`src/rtl/tdc_pkg.sv`:
```
// Shared definitions for the TDC measurement controller.
//   state_t      : controller FSM states
//   CODE_W_DEF   : default fine-code width
//   FLAG_*       : bit positions inside res_flags
//   WAIT_GUARD   : cycles allowed in WAIT_CODES for the fine codes to arrive
package tdc_pkg;

  typedef enum logic [2:0] {
    ST_IDLE       = 3'd0,
    ST_ARMED      = 3'd1,
    ST_RUN        = 3'd2,
    ST_WAIT_CODES = 3'd3,
    ST_DONE       = 3'd4
  } state_t;

  localparam int CODE_W_DEF = 6;

  localparam int FLAGS_W    = 3;
  localparam int FLAG_TMO   = 0;
  localparam int FLAG_MISS  = 1;
  localparam int FLAG_CLAMP = 2;

  localparam int WAIT_GUARD = 4;
  localparam int WAIT_CNT_W = $clog2(WAIT_GUARD);

endpackage

```
`src/rtl/tdc_interval_calc.sv`:
```
// Combinational interval arithmetic for the TDC controller.
//   coarse   in  COARSE_W        : coarse cycle count
//   head     in  CODE_W          : head fine code
//   tail     in  CODE_W          : tail fine code (n-1 convention)
//   interval out COARSE_W+CODE_W : coarse*2**CODE_W + head - (tail+1), clamped at 0
//   clamped  out 1               : the raw interval was negative
module tdc_interval_calc
  import tdc_pkg::*;
#(
  parameter int COARSE_W = 16,
  parameter int CODE_W   = CODE_W_DEF
) (
  input  logic [COARSE_W-1:0]        coarse,
  input  logic [CODE_W-1:0]          head,
  input  logic [CODE_W-1:0]          tail,
  output logic [COARSE_W+CODE_W-1:0] interval,
  output logic                       clamped
);

  localparam int RW = COARSE_W + CODE_W;
  localparam int W  = RW + 1;
  localparam logic signed [W-1:0] ONE = 1;

  logic signed [W-1:0] span;
  logic signed [W-1:0] head_s;
  logic signed [W-1:0] tail_s;
  logic signed [W-1:0] raw;

  // A negative span can only come from a short coarse count with a large
  // tail code; it is reported as zero rather than wrapping.
  function automatic logic [RW-1:0] clamp_nonneg(input logic signed [W-1:0] v);
    if (v < 0) return '0;
    return v[RW-1:0];
  endfunction

  always_comb begin
    span     = $signed({1'b0, coarse, {CODE_W{1'b0}}});
    head_s   = $signed({{(COARSE_W+1){1'b0}}, head});
    tail_s   = $signed({{(COARSE_W+1){1'b0}}, tail});
    raw      = span + head_s - tail_s - ONE;
    interval = clamp_nonneg(raw);
    clamped  = raw[W-1];
  end

endmodule

```
`src/rtl/tdc_meas_ctrl.sv`:
```
// TDC measurement controller: arms on request, counts coarse cycles between
// start and stop events, collects the head/tail fine codes and presents one
// registered result with a valid/ready handshake.
//   clk, rst            : clock, asynchronous active-high reset
//   arm                 : one-cycle request to arm a measurement
//   start_evt, stop_evt : synchronised start / stop events
//   head_code/head_wrena: head fine code and strobe (RUN or WAIT_CODES)
//   tail_code/tail_wrena: tail fine code and strobe (WAIT_CODES only)
//   res_valid/res_ready : result handshake
//   res_interval        : interval in fine units
//   res_flags           : [0] timeout, [1] code missing, [2] clamped
//   busy                : controller not idle
module tdc_meas_ctrl
  import tdc_pkg::*;
#(
  parameter int          COARSE_W = 16,
  parameter int          CODE_W   = CODE_W_DEF,
  parameter int unsigned TMO      = 2**COARSE_W-1
) (
  input  logic                       clk,
  input  logic                       rst,
  input  logic                       arm,
  input  logic                       start_evt,
  input  logic                       stop_evt,
  input  logic [CODE_W-1:0]          head_code,
  input  logic                       head_wrena,
  input  logic [CODE_W-1:0]          tail_code,
  input  logic                       tail_wrena,
  output logic                       res_valid,
  input  logic                       res_ready,
  output logic [COARSE_W+CODE_W-1:0] res_interval,
  output logic [FLAGS_W-1:0]         res_flags,
  output logic                       busy
);

  state_t                      state;
  logic [COARSE_W-1:0]         coarse;
  logic [COARSE_W-1:0]         coarse_nxt;
  logic                        head_got;
  logic                        tail_got;
  logic [CODE_W-1:0]           head_q;
  logic [CODE_W-1:0]           tail_q;
  logic [CODE_W-1:0]           head_eff;
  logic [CODE_W-1:0]           tail_eff;
  logic                        head_have;
  logic                        tail_have;
  logic                        guard_end;
  logic [WAIT_CNT_W-1:0]       wait_cnt;
  logic [COARSE_W+CODE_W-1:0]  calc_interval;
  logic                        calc_clamped;
  logic [FLAGS_W-1:0]          tmo_flags;
  logic [FLAGS_W-1:0]          wait_flags;

  // A code strobed in the current cycle counts as captured, so the result
  // can be registered on that same edge and res_valid rises one cycle later.
  always_comb begin
    coarse_nxt = coarse + 1'b1;
    head_have  = head_got | head_wrena;
    tail_have  = tail_got | tail_wrena;
    head_eff   = head_got ? head_q : (head_wrena ? head_code : '0);
    tail_eff   = tail_got ? tail_q : (tail_wrena ? tail_code : '0);
    guard_end  = (wait_cnt == WAIT_CNT_W'(WAIT_GUARD-1));
    tmo_flags             = '0;
    tmo_flags[FLAG_TMO]   = 1'b1;
    wait_flags            = '0;
    wait_flags[FLAG_MISS] = ~(head_have & tail_have);
    wait_flags[FLAG_CLAMP] = calc_clamped;
  end

  tdc_interval_calc #(
    .COARSE_W (COARSE_W),
    .CODE_W   (CODE_W)
  ) u_calc (
    .coarse   (coarse),
    .head     (head_eff),
    .tail     (tail_eff),
    .interval (calc_interval),
    .clamped  (calc_clamped)
  );

  assign busy = (state != ST_IDLE);

  always_ff @(posedge clk or posedge rst) begin
    if (rst) begin
      state        <= ST_IDLE;
      coarse       <= '0;
      head_got     <= 1'b0;
      tail_got     <= 1'b0;
      head_q       <= '0;
      tail_q       <= '0;
      wait_cnt     <= '0;
      res_valid    <= 1'b0;
      res_interval <= '0;
      res_flags    <= '0;
    end else begin
      case (state)
        ST_IDLE: begin
          if (arm) state <= ST_ARMED;
        end
        ST_ARMED: begin
          if (start_evt) begin
            coarse   <= '0;
            head_got <= 1'b0;
            tail_got <= 1'b0;
            wait_cnt <= '0;
            state    <= stop_evt ? ST_WAIT_CODES : ST_RUN;
          end
        end
        ST_RUN: begin
          if (head_wrena && !head_got) begin
            head_got <= 1'b1;
            head_q   <= head_code;
          end
          coarse <= coarse_nxt;
          // The abort count wins over a stop arriving on the same cycle.
          if (coarse_nxt == COARSE_W'(TMO)) begin
            state        <= ST_DONE;
            res_valid    <= 1'b1;
            res_interval <= '0;
            res_flags    <= tmo_flags;
          end else if (stop_evt) begin
            state <= ST_WAIT_CODES;
          end
        end
        ST_WAIT_CODES: begin
          if (head_wrena && !head_got) begin
            head_got <= 1'b1;
            head_q   <= head_code;
          end
          if (tail_wrena && !tail_got) begin
            tail_got <= 1'b1;
            tail_q   <= tail_code;
          end
          wait_cnt <= wait_cnt + 1'b1;
          if ((head_have && tail_have) || guard_end) begin
            state        <= ST_DONE;
            res_valid    <= 1'b1;
            res_interval <= calc_interval;
            res_flags    <= wait_flags;
          end
        end
        ST_DONE: begin
          if (res_ready) begin
            res_valid <= 1'b0;
            state     <= ST_IDLE;
          end
        end
        default: state <= ST_IDLE;
      endcase
    end
  end

endmodule

```
`config.mk`:
```
export PLATFORM = sky130hd
export DESIGN_NAME = tdc_meas_ctrl
export DESIGN_NICKNAME = d
export VERILOG_FILES = /design/src/rtl/tdc_pkg.sv /design/src/rtl/tdc_interval_calc.sv /design/src/rtl/tdc_meas_ctrl.sv
export SDC_FILE = /design/constraint.sdc
export NUM_CORES = 1
export LEC_CHECK = 0
export ABC_AREA = 1
export CAP_MARGIN = 40
export CORE_MARGIN = 8
export CORE_UTILIZATION = 50
export CTS_CLUSTER_DIAMETER = 30
export CTS_CLUSTER_SIZE = 10
export DETAILED_ROUTE_END_ITERATION = 7
export PLACE_DENSITY = 0.76
export SYNTH_ARGS = -nofsm -noshare
export SYNTH_HDL_FRONTEND = slang
export SYNTH_SLANG_ARGS = --single-unit
```
`constraint.sdc`:
```
create_clock -name clk -period 2.7 [get_ports clk]
set_input_delay 0.405 -clock clk [delete_from_list [all_inputs] [get_ports clk]]
set_output_delay 0.405 -clock clk [all_outputs]
set_load 0.005 [all_outputs]
```
==> Word level (Yosys, flattened, before mapping) <==
Cells that the tools add are included.
{ "totals": {"inputBits": 20, "out_inout_bits": 27, "ff_bits": 61} }
{ "op_classes": {"reduce_logical": 23, "eq_ne": 14, "bitwise_logic": 4, "n_mux": 34, "n_lt_le_gt_ge": 1, "add_sub_neg": 5} }
{ "op_table": {"columns": ["cell", "count"], "rows": [
  ["$mux 22", 4],
  ["$pmux 22 s2", 1],
  ["$pmux 16 s2", 1],
  ["$mux 3", 8],
  ["$mux 6", 4],
  ["$add 22x6->23", 1],
  ["$lt 23x1->1 const B", 1],
  ["$sub 23x2->23 const B", 1],
  ["$sub 23x7->23", 1],
  ["$add 16x1->16 const B", 1],
  ["$eq 16x16->1 const B", 1],
  ["$mux 16", 1],
  ["$pmux 3 s5", 1],
  ["$ne 2x2->1 const B", 6],
  ["$reduce_and 3->1", 3],
  ["$mux 1", 8],
  ["$reduce_and 2->1", 4],
  ["$reduce_bool 2->1", 4],
  ["$eq 3x2->1 const B", 2],
  ["$pmux 3 s2", 1],
  ["$reduce_bool 3->1", 2],
  ["$reduce_and 5->1", 1],
  ["$pmux 1 s2", 2],
  ["$pmux 2 s2", 1],
  ["other kinds (17)", 21]
]} }

==> Depth between registers and ports, before layout <==
Gate-level depths: netlist of run 1.
{ "logic_depth": {"ltp_word": 10, "depth_mapped": 19, "ltp_nobuf": 18} }

==> Modules after synthesis <==
Synthesis of run 1 repeated with hierarchy kept, for this count alone.
{ "unflattened": {"cells_unflattened": 626, "hier_area_um2": 4165.2} }
{ "by_module_without_submodules": {"columns": ["mod", "cells_each", "seq_area_each_um2", "n_inst", "area_per_inst_um2"], "rows": [
  ["tdc_meas_ctrl", 411, 1526.5, 1, 3094.2],
  ["tdc_interval_calc", 215, 0.0, 1, 1071.0]
]} }

==> Least setup slack after synthesis of run 1 <==
OpenSTA, ideal clock, no wires.
{ "synth_path": {"kind": "reg-to-reg", "from": "register tail_got", "to": "register res_interval[10]", "stages_incl_launch_ff": 18, "slack_ns": 0.042, "setup_ns": 0.074, "period_less_slack_ns": 2.658, "arrival_time_ns": 2.584, "path_cell_list": "dfrtp_1 > clkbuf_1 > inv_1 > nand2_1 > inv_1 > a22oi_1 > ha_1 > inv_1 > fa_1 > inv_1 > nand3_1 > nor2_1 > nor2_2 > nand3_1 > or2_1 > clkbuf_1 > nand4_1 > o21ai_2"} }
{ "synth_between": {"elab_chain_len": 8} }
{ "synth_lines": {"columns": ["element", "line", "rtl"], "rows": [
  ["start: declaration", "tdc_meas_ctrl.sv:40", "logic tail_got;"],
  ["start signal: assignment", "tdc_meas_ctrl.sv:88", "tail_got <= 1'b0;"],
  ["start signal: assignment", "tdc_meas_ctrl.sv:104", "tail_got <= 1'b0;"],
  ["start signal: assignment", "tdc_meas_ctrl.sv:131", "tail_got <= 1'b1;"],
  ["$mux 6", "tdc_meas_ctrl.sv:61", "tail_eff = tail_got ? tail_q : (tail_wrena ? tail_code : '0);"],
  ["$sub 23x7->23", "tdc_interval_calc.sv:40", "raw = span + head_s - tail_s - ONE;"],
  ["$sub 23x2->23", "tdc_interval_calc.sv:40", null],
  ["$lt 23x1->1", "tdc_interval_calc.sv:32", "if (v < 0) return '0;"],
  ["$mux 1", "tdc_interval_calc.sv:32", null],
  ["$mux 22", "tdc_interval_calc.sv:33", "return v[RW-1:0];"],
  ["$mux 22", "tdc_meas_ctrl.sv:135", "if ((head_have && tail_have) || guard_end) begin"],
  ["$pmux 22 s2", "tdc_meas_ctrl.sv:96", "case (state)"],
  ["end signal: assignment", "tdc_meas_ctrl.sv:138", "res_interval <= calc_interval;"],
  ["end: declaration", "tdc_meas_ctrl.sv:31", "output logic [COARSE_W+CODE_W-1:0] res_interval,"]
]} }
Several ways; a longest one is shown, not always the timed one. The select of a mux whose other input is x is not followed.
A chain may end at the register's enable or synchronous reset.

==> Worst setup path in the final report of run 1 <==
{ "layout_path": {"from": "input port head_wrena", "to": "register res_interval[12]"} }
{ "layout_between": {"elab_chain_len": 10} }
{ "layout_lines": {"columns": ["element", "line", "rtl"], "rows": [
  ["start: declaration", "tdc_meas_ctrl.sv:26", "input logic head_wrena,"],
  ["$mux 6 (2 in series)", "tdc_meas_ctrl.sv:60", "head_eff = head_got ? head_q : (head_wrena ? head_code : '0);"],
  ["$add 22x6->23", "tdc_interval_calc.sv:40", null],
  ["$sub 23x7->23", "tdc_interval_calc.sv:40", null],
  ["$sub 23x2->23", "tdc_interval_calc.sv:40", null],
  ["$lt 23x1->1", "tdc_interval_calc.sv:32", null],
  ["$mux 1", "tdc_interval_calc.sv:32", null],
  ["$mux 22", "tdc_interval_calc.sv:33", null],
  ["$mux 22", "tdc_meas_ctrl.sv:135", null],
  ["$pmux 22 s2", "tdc_meas_ctrl.sv:96", null]
]} }
Several ways; a longest one is shown, not always the timed one. The select of a mux whose other input is x is not followed.

==> results of run 1 <==
-- registers in the layout, indices dropped and copies added (netlist names), 2 cells and up --
name and cells:
head_q 6, res_interval 22, wait_cnt 2, state 3
coarse 16, tail_q 6, res_flags 3
-- through the flow --
step	utilization (%)	hold WS, ns	cells
floorplan	-	0.453	531
global placement	60.7	0.461	694
detailed placement	60.7	0.462	694
CTS	63.8	0.411	710
global route	65.1	0.432	711
finish	65.1	0.394	711
-- report_power, final --
| part | internal, mW | switching, mW | leakage (nW) |
|---|---|---|---|
| combinational | 1.69 | 2.32 | 1.39 |
| sequential | 1.31 | 0.402 | 0.810 |
| clock | 0.613 | 0.382 | 0.116 |
| total | 3.61 | 3.10 | 2.31 |
-- cell usage after synthesis, drive strengths merged --
cell type | instances | area, um^2
nand2 | 172 | 671
inv | 64 | 240
o21ai | 62 | 397
dfrtp | 61 | 1530
nor2 | 47 | 219
nand3 | 40 | 205
nand4 | 17 | 106
ha | 10 | 125
buf | 9 | 75.1
xor2 | 6 | 52.6
a22oi | 5 | 37.5
clkbuf | 5 | 18.8
mux2 | 5 | 56.3
or2 | 5 | 31.3
a21oi | 3 | 15.0
o21a | 3 | 22.5
o22ai | 3 | 18.8
xnor2 | 3 | 26.3
nand3b | 2 | 15.0
nor3 | 2 | 15.0
nor4 | 2 | 12.5
o211ai | 2 | 15.0
and2 | 1 | 6.26
clkinv | 1 | 3.75
fa | 1 | 20.0
-- worst min path at each step --
| stage | startpoint | to | slack [ns] | cells after the start |
|---|---|---|---|---|
| floorplan | head_q[0] | head_q[0] | 0.45 | 2 |
| global placement | res_valid | res_valid | 0.46 | 2 |
| detailed placement | res_valid | res_valid | 0.46 | 2 |
| CTS | rst | state[0] | 0.41 | 2 |
| global route | rst | state[0] | 0.43 | 2 |
| finish | rst | state[0] | 0.39 | 2 |
-- timing repair --
action | 4_1_cts | 5_1_grt
hold endpoints to repair | 0 | 0
setup endpoints to repair | 0 | 23
hold buffers | 0 | 0
gates resized for setup | 0 | 23
-- cells by family after synthesis --
kind of cell    synth area share [%]
compound gates                  12.9
xor+xnor                        2.01
fa+ha+maj                       3.69
buf+inv                         8.59
flops                           38.8
mux                             1.43
simple gates                    32.6
-- layout make-up --
class,count,share of cell area [%]
clock buffer,10,2.55
clock inverter,6,2.23
inverter,65,4.93
multi-input combinational,391,42.9
sequential,61,30.5
tap,102,2.55
timing repair buffer,75,14.1
timing repair inverter,1,0.150
-- layer usage --
metal  wire [um]  global-route usage [%]
met5           0                       0
met4         345                    9.79
met3         469                    3.75
met2        4910                    31.5
met1        4720                    23.7
==> flow_metrics.tcl, run 1 <==
set metrics [dict create \
    max_cap_violations 0 \
    diodes 0 \
    cp_max_fo 5 \
    fmax_mhz 386 \
    start_util_pct 51.1 \
    finalInstanceArea_um2 5000 \
    irDropWorstVdd_mv 0.541 \
    regArea_um2 1530 \
    nNetsFinal 635 \
    cp-endpoint "res_interval[12]" \
    ios 47 \
    post_cts_buffers 0 \
    critPathLaunch "head_wrena" \
    place_congestion 0.932 \
    antenna_found_initial 0 \
    slowest_delay_ns 0.51 \
    dp_hpwl_um 7790 \
    cp.required_ns 2.94 \
    pre_cts_ws_ns -0.295 \
    drv_slew 0 \
    worst_slew_pin_slew_ns 0.495 \
    grt_max_degree 23 \
    cp-start-kind "input pin" \
    synth_area_um2 3930 \
    period_share_pct 95.8 \
    setup_viol 0 \
    status "completed" \
    critPathSlowestCell "clkdlybuf4s50_1" \
    htreeDepth 3 \
    cts_tree "done" \
    finClkSkew_ns 0.0124 \
    ys_types 37 \
    r2r_cells 17 \
    syn_area_per_cell_um2 7.40 \
    clkTransAtPathRegs_ns 0.07 \
    reg2reg_from "tail_got" \
    num_vias 3752 \
    cp_num_buf_inv 4 \
    fillers 668 \
    chipWidth_um 105 \
    synth_warnings 0 \
    final_common_cell "nand2_1" \
    endpoint_kind "register" \
    drc_errors 0 \
    path_cells "clkdlybuf4s50_1 > buf_4 > nand3_1 > o21ai_0 > ha_4 > nand2_2 > inv_1 > nand2_1 > nand2_1 > nor2_2 > nand3_1 > or2_4 > nand2_4 > clkinvlp_4 > nand2_1 > o21ai_2" \
    drive_gt1_share_pct 18.7 \
    port_buffers 46 \
    grt_remaining_overflow 0 \
    final_antenna_net_count 0 \
    fp.dieArea_um2 11000 \
    regToRegSetupSlack_ns 0.16 \
    clock-sinks 61 \
    p_per_area_nw_per_um2 1340 \
    syn2layout_area_growth_pct 27.3 \
    dr.pass1.iters 4 \
    placed_area_um2 4670 \
    vias_per_cell 5.28 \
    multiInputGateArea_um2 2150 \
    power.total_mw 6.71 \
    wirelength_um 10400 \
    layout_setup_ws_ns 0.113 \
    crit_arrival_ns 2.83 \
    min_period_ns 2.59 \
    path_class "input pin to register" \
    cts_root_buf "clkbuf_8" \
    drt_iter0_markers 192 \
    hp-class "input pin to async pin" \
    path_common_cell "nand2_1" \
    p_leak_nw 2.31 \
    wl_per_cell_um 14.7 \
    cts_made_buffers 9 \
    die_y_um 105 \
    clock_latency_ns 0.35 \
    cp_top_family "simple AND/OR/NAND/NOR gates" \
    final_cell_mix "161 x nand2_1, 60 x inv_1, 60 x dfrtp_1" \
    core_um2 7690 \
    synth-seq-cells 61 \
    max_slew_margin_pct 67.0 \
    syn_nets 562 \
    seq_area_frac_synth_pct 38.8 \
    synth_cells 531 \
    rr_endpoint "res_interval[12]" \
    final.setup.tns_ns 0 \
    rows 32 \
    first_global_vias 3686 \
    hold_viol 0 \
    critical_path_depth 16 \
    grt_pass1_wl_um 17400 \
    cts.path.max_buffers 2 \
    grt_use_total_pct 19.3 \
]
No activity file was read; power rests on OpenSTA's default activity.
==> inputs of run 2 (changes only) <==
--- a/config.mk
+++ b/config.mk
@@ -7,6 +7,7 @@
 export LEC_CHECK = 0
 export ABC_AREA = 1
 export CAP_MARGIN = 40
+export CORE_ASPECT_RATIO = 0.5
 export CORE_MARGIN = 8
 export CORE_UTILIZATION = 50
 export CTS_CLUSTER_DIAMETER = 30
==> run 2 against run 1 <==
Net effect:
- worst hold slack got worse by 0.014 ns
- sequential share of layout area rose by 0.22 points
- die area rose by 1.6%
- non-clock buffer count decreased by 3
==> flow_metrics.tcl, run 2 (synthesis gave the netlist of run 1 again) <==
set metrics [dict create \
    clock-sinks 61 \
    slowest_delay_ns 0.49 \
    wirelength_um 10000 \
    final.setup.tns_ns 0 \
    drc_errors 0 \
    drt_iter0_markers 378 \
    cp_max_fo 6 \
    finClkSkew_ns 0.00433 \
    start_util_pct 52.5 \
    setup_viol 0 \
    cp_num_buf_inv 3 \
    min_period_ns 2.56 \
    crit_arrival_ns 2.81 \
    grt_remaining_overflow 0 \
    hold_viol 0 \
    p_sw_share_pct 46.3 \
    placed_area_um2 4620 \
    period_share_pct 94.6 \
    hp-class "input pin to async pin" \
    rows 22 \
    power_switching_mw 3.07 \
    final_util_pct 66.3 \
    die_y_um 78.7 \
    rsz0062_at_grt "true" \
    final_common_cell "nand2_1" \
    status "completed" \
    finalInstanceArea_um2 4970 \
    fp.dieArea_um2 11100 \
    path_cells "clkdlybuf4s50_1 > nand2_2 > o21ai_2 > ha_1 > nand2_2 > inv_1 > nand2_1 > nand2_1 > nor2_2 > nand3_2 > or2_4 > buf_4 > or2_2 > o21ai_2" \
    cts.path.max_buffers 2 \
    port_buffers 46 \
    grt_use_total_pct 18.5 \
    p_per_area_nw_per_um2 1330 \
    cp.required_ns 2.96 \
    diodes 0 \
    cts_tree "done" \
    instances_no_fill 713 \
    pwr-share-comb_pct 58.8 \
    cts_root_buf "clkbuf_16" \
    fmax_mhz 391 \
    power_frac_seq_pct 25.7 \
    core_um2 7490 \
    max_slew_margin_pct 62.6 \
    largest_reg_flops 22 \
    grt_pass1_wl_um 16700 \
    place_congestion 0.884 \
    vias_per_cell 5.28 \
    irDropWorstVdd_mv 0.542 \
    cts_made_buffers 9 \
    htreeDepth 3 \
    cp-start-kind "input pin" \
    final_cell_mix "162 x nand2_1, 60 x dfrtp_1, 59 x inv_1" \
    endpoint_kind "register" \
    internal_power_mw 3.56 \
    antenna_found_initial 0 \
    dp_hpwl_um 7370 \
    final_antenna_net_count 0 \
    num_vias 3762 \
    power_frac_clock_pct 15.4 \
    chipWidth_um 141 \
    cp_top_family "simple AND/OR/NAND/NOR gates" \
    ios 47 \
    drive_gt1_share_pct 17.9 \
    drv_slew 0 \
    clkTransAtPathRegs_ns 0.05 \
    reg.largest.list "res_interval: 22 flops, coarse: 16 flops" \
    max_cap_violations 0 \
    critPathSlowestCell "clkdlybuf4s50_1" \
    clock_latency_ns 0.33 \
    regMostFlops "res_interval" \
    p_leak_nw 2.32 \
    path_class "input pin to register" \
    dr.pass1.iters 5 \
    first_global_vias 3479 \
    placed_cells_incl_taps 694 \
    wl_per_cell_um 14.1 \
    worst_slew_pin_slew_ns 0.560 \
    nNetsFinal 632 \
    grt_max_degree 44 \
    syn2layout_area_growth_pct 26.4 \
    fillers 645 \
]
==> run 2: cell type report <==
type | instances | area [um^2] | share of cell area (%)
clock inverter | 2 | 10.0 | 0.202
tap | 108 | 135 | 2.72
timing repair inverter | 1 | 7.51 | 0.151
inverter | 65 | 246 | 4.96
timing repair buffer | 72 | 671 | 13.5
clock buffer | 13 | 250 | 5.04
multi-input combinational | 391 | 2120 | 42.7
sequential | 61 | 1530 | 30.8
==> run 2: what timing repair did <==
action / 4_1_cts / 5_1_grt
endpoints found under the setup margin: 1 / 23
cloned: 0 / 1
resized for setup: 1 / 24
setup buffers: 0 / 3
pin swaps: 0 / 8
hold buffers: 0 / 0
==> run 2: metrics by stage <==
step	hold WS [ns]	total power, mW	setup WS, ns
6_report	0.380	6.63	0.145
5_1_grt	0.419	7.22	-0.0364
4_1_cts	0.384	6.41	0.0370
3_5_place_dp	0.463	5.34	-0.312
3_3_place_gp	0.458	5.27	-0.227
2_1_floorplan	0.453	4.08	0.0417
==> run 2: power by group through the flow <==
stage / registers, mW / clock network, mW / logic [mW]
after global routing: 1.76 / 1.07 / 4.38
final: 1.71 / 1.02 / 3.90
after detailed placement: 1.71 / 0 / 3.63
after floorplan: 1.58 / 0 / 2.51
after global placement: 1.70 / 0 / 3.57
after CTS: 1.70 / 1.04 / 3.67
==> run 2: worst register-to-register path, stage by stage, from the launching register on <==
cell and delay [ns]:
dfrtp_1 0.37, inv_1 0.12, nand2_2 0.13, o21ai_2 0.16, ha_1 0.30, nand2_2 0.11
inv_1 0.05, nand2_1 0.08, nand2_1 0.06, nor2_2 0.14, nand3_2 0.09, or2_4 0.25
buf_4 0.15, or2_2 0.28, o21ai_2 0.13
==> run 2: path summary, 6_finish.rpt <==
check                           start            to  slack [ns]  cells past startpoint
max                        head_wrena  res_flags[2]        0.14                     14
min                               rst      state[2]        0.38                      2
max reg2reg                  head_got  res_flags[2]        0.21                     14
min reg2reg                 res_valid     res_valid        0.47                      2
max in group asynchronous         rst     coarse[7]        1.65                      3
min in group clk            res_valid     res_valid        0.47                      2
==> run 2: per-layer routing <==
| metal | up-vias | global-route usage (%) | part of all wire [%] |
|---|---|---|---|
| met5 | - | 0 | 0 |
| met4 | 0 | 6.27 | 1.5 |
| met3 | 15 | 4.65 | 6.3 |
| met2 | 135 | 28.3 | 44 |
| met1 | 1755 | 25.2 | 48 |
| li1 | 1857 | - | - |
